### src/rtl/gpio_wb_bridge_pkg.sv
// Shared definitions for the GPIO Wishbone bridge: FSM encoding, region map
// and the helper that classifies a 4 KiB block offset.
package gpio_wb_bridge_pkg;

  typedef enum logic [2:0] {StIdle, StCtrl, StRamReq, StRamData, StAck} state_e;

  typedef enum logic [1:0] {RegCtrl, RegRam, RegHole} region_e;

  localparam logic [11:0] CtrlOffset  = 12'h000;
  localparam logic [11:0] RamOffset   = 12'h100;
  localparam int unsigned RamWords    = 32;
  localparam int unsigned RamSpanBits = $clog2(RamWords * 4);

  // Control registers occupy the first 16 bytes; RAM window is RamWords words.
  function automatic region_e decode_region(input logic [11:0] offset);
    if (offset[11:4] == CtrlOffset[11:4]) return RegCtrl;
    if (offset[11:RamSpanBits] == RamOffset[11:RamSpanBits]) return RegRam;
    return RegHole;
  endfunction

endpackage

### src/rtl/gpio_wb_bridge_ram_arb.sv
// Sample RAM port mux: the GPIO core always wins; the Wishbone host is granted
// only in cycles where the core leaves the RAM idle.
module gpio_ram_arb (
  input  logic        core_csb,
  input  logic        core_web,
  input  logic [7:0]  core_addr,
  input  logic [31:0] core_data,
  input  logic        host_req,
  input  logic        host_web,
  input  logic [7:0]  host_addr,
  input  logic [31:0] host_data,
  output logic        host_grant,
  output logic        ram_csb,
  output logic        ram_web,
  output logic [7:0]  ram_addr,
  output logic [31:0] ram_data
);

  assign host_grant = host_req & core_csb;

  always_comb begin
    ram_csb  = core_csb;
    ram_web  = core_web;
    ram_addr = core_addr;
    ram_data = core_data;
    if (host_grant) begin
      ram_csb  = 1'b0;
      ram_web  = host_web;
      ram_addr = host_addr;
      ram_data = host_data;
    end else if (core_csb) begin
      // Core idle and no host grant: keep the RAM deselected.
      ram_web = 1'b1;
    end
  end

endmodule

### src/rtl/gpio_wb_bridge.sv
// Wishbone classic slave exposing the GPIO controller registers and a window
// onto its sample RAM, which is shared with the controller core.
module gpio_wb_bridge
  import gpio_wb_bridge_pkg::*;
#(
  parameter logic [31:0] BASE_ADDR  = 32'h3000_0000,
  parameter int unsigned WAIT_LIMIT = 255
) (
  input  logic        CLK,
  input  logic        RSTb,
  input  logic        wb_cyc_i,
  input  logic        wb_stb_i,
  input  logic        wb_we_i,
  input  logic [3:0]  wb_sel_i,
  input  logic [31:0] wb_adr_i,
  input  logic [31:0] wb_dat_i,
  output logic [31:0] wb_dat_o,
  output logic        wb_ack_o,
  output logic        CTRL_WE,
  output logic [3:0]  CTRL_ADDR,
  output logic [31:0] CTRL_DATA_IN,
  input  logic [31:0] CTRL_DATA_OUT,
  input  logic        CORE_RAM_CSb,
  input  logic        CORE_RAM_WEb,
  input  logic [7:0]  CORE_RAM_ADDR,
  input  logic [31:0] CORE_RAM_DATA_IN,
  output logic        RAM_CSb,
  output logic        RAM_WEb,
  output logic [7:0]  RAM_ADDR,
  output logic [31:0] RAM_DATA_IN,
  input  logic [31:0] RAM_DATA_OUT
);

  localparam logic [7:0] WaitLimit = 8'(WAIT_LIMIT);

  state_e      state_q, state_d;
  logic [7:0]  wait_q, wait_d;
  logic [31:0] dat_q, dat_d;
  logic        hit, sel_full, host_req, host_grant;
  region_e     region;

  assign hit      = wb_cyc_i & wb_stb_i & (wb_adr_i[31:12] == BASE_ADDR[31:12]);
  assign region   = decode_region(wb_adr_i[11:0]);
  assign sel_full = (wb_sel_i == 4'hF);
  // Requesting only while the cycle is alive keeps an abandoned access off the RAM.
  assign host_req = (state_q == StRamReq) & wb_cyc_i;

  gpio_ram_arb u_ram_arb (
    .core_csb   (CORE_RAM_CSb),
    .core_web   (CORE_RAM_WEb),
    .core_addr  (CORE_RAM_ADDR),
    .core_data  (CORE_RAM_DATA_IN),
    .host_req   (host_req),
    .host_web   (~(wb_we_i & sel_full)),
    .host_addr  ({1'b0, wb_adr_i[6:2], 2'b00}),
    .host_data  (wb_dat_i),
    .host_grant (host_grant),
    .ram_csb    (RAM_CSb),
    .ram_web    (RAM_WEb),
    .ram_addr   (RAM_ADDR),
    .ram_data   (RAM_DATA_IN)
  );

  always_comb begin
    state_d = state_q;
    wait_d  = wait_q;
    dat_d   = dat_q;
    CTRL_WE = 1'b0;
    unique case (state_q)
      StIdle: begin
        if (hit) begin
          // Cleared here so hole reads and RAM timeouts return zero.
          dat_d = '0;
          case (region)
            RegCtrl: state_d = StCtrl;
            RegRam: begin
              wait_d  = '0;
              state_d = StRamReq;
            end
            default: state_d = StAck;
          endcase
        end
      end
      StCtrl: begin
        if (!wb_cyc_i) begin
          state_d = StIdle;
        end else begin
          CTRL_WE = wb_we_i & sel_full;
          if (!wb_we_i) dat_d = CTRL_DATA_OUT;
          state_d = StAck;
        end
      end
      StRamReq: begin
        if (!wb_cyc_i) begin
          state_d = StIdle;
        end else if (host_grant) begin
          state_d = wb_we_i ? StAck : StRamData;
        end else if (wait_q == WaitLimit) begin
          dat_d   = '0;
          state_d = StAck;
        end else begin
          wait_d = wait_q + 8'd1;
        end
      end
      StRamData: begin
        if (!wb_cyc_i) begin
          state_d = StIdle;
        end else begin
          dat_d   = RAM_DATA_OUT;
          state_d = StAck;
        end
      end
      StAck:   state_d = StIdle;
      default: state_d = StIdle;
    endcase
  end

  always_ff @(posedge CLK or negedge RSTb) begin
    if (!RSTb) begin
      state_q <= StIdle;
      wait_q  <= '0;
      dat_q   <= '0;
    end else begin
      state_q <= state_d;
      wait_q  <= wait_d;
      dat_q   <= dat_d;
    end
  end

  assign wb_ack_o     = (state_q == StAck);
  assign wb_dat_o     = dat_q;
  assign CTRL_ADDR    = wb_adr_i[3:0];
  assign CTRL_DATA_IN = wb_dat_i;

endmodule

### config.mk
export PLATFORM = sky130hd
export DESIGN_NAME = gpio_wb_bridge
export DESIGN_NICKNAME = d
export VERILOG_FILES = /design/src/rtl/gpio_wb_bridge_pkg.sv /design/src/rtl/gpio_wb_bridge_ram_arb.sv /design/src/rtl/gpio_wb_bridge.sv
export SDC_FILE = /design/constraint.sdc
export NUM_CORES = 1
export LEC_CHECK = 0
export ABC_AREA = 1
export BUFFER_PORTS_ARGS = -buffer_cell sky130_fd_sc_hd__buf_2
export CORE_AREA = 3 3 112 114
export CTS_CLUSTER_SIZE = 24
export DETAILED_ROUTE_END_ITERATION = 12
export DIE_AREA = 0 0 115 117
export GPL_TIMING_DRIVEN = 0
export HOLD_SLACK_MARGIN = 0.05
export PLACE_DENSITY = 0.66
export SYNTH_ARGS = -nofsm -noshare
export SYNTH_HDL_FRONTEND = slang
export SYNTH_SLANG_ARGS = --single-unit
### constraint.sdc
create_clock -name CLK -period 3.7 [get_ports CLK]
set_clock_uncertainty 0.1 [all_clocks]
set_input_delay 0.185 -clock CLK [delete_from_list [all_inputs] [get_ports CLK]]
set_output_delay 0.185 -clock CLK [all_outputs]
set_load 0.1 [all_outputs]
==> flow_summary.yaml <==
critical_path:
  startpoint: "state_q[0]"
  worstSetupPathType: "reg -> out"
  rrSetupSlack_ps: 1650
  crit_path_start_kind: "flip-flop"
  cp.arrival_ps: 2340
  cp_max_fo: 10
  required_ps: 3410
  setup.worst_path.end: "RAM_DATA_IN[30]"
  r2r-start: "wait_q[0]"
  worstSetupEndpointType: "output pin"
  r2r-end: "wb_dat_o[4]"
  reg2regPathDepth: 11
cts:
  root_buffer: "clkbuf_16"
  clk_latency_ps: 280
  tritoncts: "done"
  cts_resized: 0
  postCtsSetupBuffers: 0
  clk_path_buf_depth: 2
  clock_sinks: 43
  cts_buffers: 5
  hold_buffers: 1
  htree_levels: 2
  clk_pin_slew_ps: 60
route:
  num_vias: 4543
  final_antenna_net_count: 0
  routedWlPerCell_microns: 14.2
  drt_iter0_drc: 251
  via_per_inst: 4.49
  firstDrtPassIters: 4
  totalWireLength_microns: 14400
  drc: 0
timing:
  drv_slew: 0
  fin_crit_ps: 2620
  tightest_slew_ps: 978
  fin_setup_tns_ps: 0
  final-hold-violation-count: 0
  setup_viol: 0
  rsz0062_at_grt: "false"
  fmax_ghz: 0.381
  setup_ws_ps: 1080
  maxSlewHeadroom: 0.348
  fin_crit_sh: 0.709
floorplanning:
  core_area_sq_mm: 0.0115
  ios: 291
  num_rows: 39
  die_area_sq_mm: 0.0135
  initial_utilization: 0.304
  die_x_microns: 115
  fp.dieH_microns: 117
power:
  power.leakage_uw: 0.00343
  power.density_mw_per_mm2: 295
  peakVddDrop_uv: 186
place:
  hpwl_microns: 12200
  gp_congestion: 0.870
  place_area_sq_mm: 0.00512
  portBuffers: 288
  pre_cts_slack_ps: 1330
global_routing:
  grt_pass1_vias: 4213
  grt_start_max_net_pins: 44
  antenna_found_initial: 2
  globalRouteOverflowTotal: 0
  grt_usage: 0.201
  grt_pass1_wl_microns: 21400
synthesis:
  syn_area_sq_mm: 0.00350
  syn_inst: 569
  syn_nets: 749
  synth_area_per_cell_sq_um: 6.15
  seq_area_frac_synth: 0.308
  synthDistinctLibCells: 24
  ys.warnings.count: 0
  ys_ff_latch: 43
layout:
  multiInputGateArea_sq_mm: 0.00170
  regArea_sq_mm: 0.00108
  drive_gt1_frac: 0.413
  syn_to_final_growth_pct: 51.8
  finalNetCount: 1045
  n_fill_cell: 1249
  finish.instance_area_sq_mm: 0.00531
hold_path:
  worstHoldPathType: "in -> reg"
outcome:
  status: "completed"
run:
  drv_cap: 0
## cell usage in the layout, fill, tap and decap left out, types with 3 or more instances in the layout
master / instances
nand3_1: 13
clkbuf_16: 5
nand2_1: 235
a21oi_1: 3
dfrtp_1: 43
o22ai_1: 32
clkbuf_1: 13
buf_4: 39
nor2_1: 39
nand4_1: 40
inv_1: 81
buf_6: 3
inv_2: 3
o21ai_0: 4
nor2_2: 3
buf_2: 296
## worst max-delay path: stages (launching register included)
cell and delay, ps:
dfrtp_1 430, nor2_2 200, nand4_2 300, inv_2 260, buf_2 280, nand2_1 70
nand2_1 60, buf_2 450
## power breakdown
part	internal, uW	switching (uW)
clock	318	179
combinational	146	453
sequential	471	0.967
## worst min-delay path by stage
stage | from | to | slack (ps) | cells past startpoint
after floorplan | RSTb | state_q[0] | -210 | 0
after global placement | RSTb | wb_dat_o[14] | 300 | 1
after detailed placement | RSTb | wb_dat_o[14] | 310 | 1
after CTS | CTRL_DATA_OUT[19] | wb_dat_o[19] | 170 | 5
after global routing | CTRL_DATA_OUT[12] | wb_dat_o[12] | 190 | 5
final | CTRL_DATA_OUT[3] | wb_dat_o[3] | 170 | 5
## registers in the layout (all words and copies together), names as in the netlist
name / cells
wait_q: 8
state_q: 3
wb_dat_o: 32
## logic make-up after synthesis
| logic type | after synthesis | share of synthesized area |
|---|---|---|
| AO/OA/AOI/OAI | 41 | 0.0712 |
| adder cells (fa/ha/maj) | 1 | 0.00358 |
| buffers and inverters | 147 | 0.209 |
| flip-flops | 43 | 0.308 |
| AND/OR/NAND/NOR | 337 | 0.409 |
## final cells by class
| type | count | area share |
|---|---|---|
| timing repair buffer | 289 | 0.273 |
| clock inverter | 3 | 0.00825 |
| tap | 143 | 0.0337 |
| antenna | 2 | 0.000943 |
| clock buffer | 5 | 0.0236 |
| multi-input combinational | 379 | 0.320 |
| sequential | 43 | 0.203 |
| inverter | 84 | 0.0594 |
| buffer | 63 | 0.0782 |
## cells in the mapped netlist, drive strengths merged
library cell / number / area (sq um)
nor4: 1 / 6.26
inv: 84 / 315
nand2: 237 / 895
o31ai: 1 / 7.51
nand3: 14 / 82.6
o22ai: 32 / 200
nand4: 41 / 263
a21oi: 3 / 15.0
nor3b: 1 / 7.51
dfrtp: 43 / 1080
o21ai: 4 / 20.0
clkbuf: 13 / 48.8
nor2: 43 / 176
ha: 1 / 12.5
buf: 50 / 367
a31oi: 1 / 6.26
## through the flow
stage | instances | power, uW | utilization | hold WS (ps)
finish | 1011 | 1570 | 0.461 | 174
global route | 1011 | 1630 | 0.461 | 186
CTS | 1009 | 1590 | 0.461 | 166
detailed placement | 1000 | 1080 | 0.445 | 306
global placement | 1000 | 1080 | 0.445 | 296
floorplan | 569 | 911 | - | -211
## per-layer routing
| metal | part of all wire | routed length, microns | global-route usage |
|---|---|---|---|
| met3 | 0.066 | 957 | 0.0411 |
| met2 | 0.52 | 7510 | 0.367 |
| met1 | 0.39 | 5580 | 0.236 |
| met5 | 0 | 0 | 0 |
| met4 | 0.024 | 346 | 0.0681 |
Power figures use the tool's default switching activity.
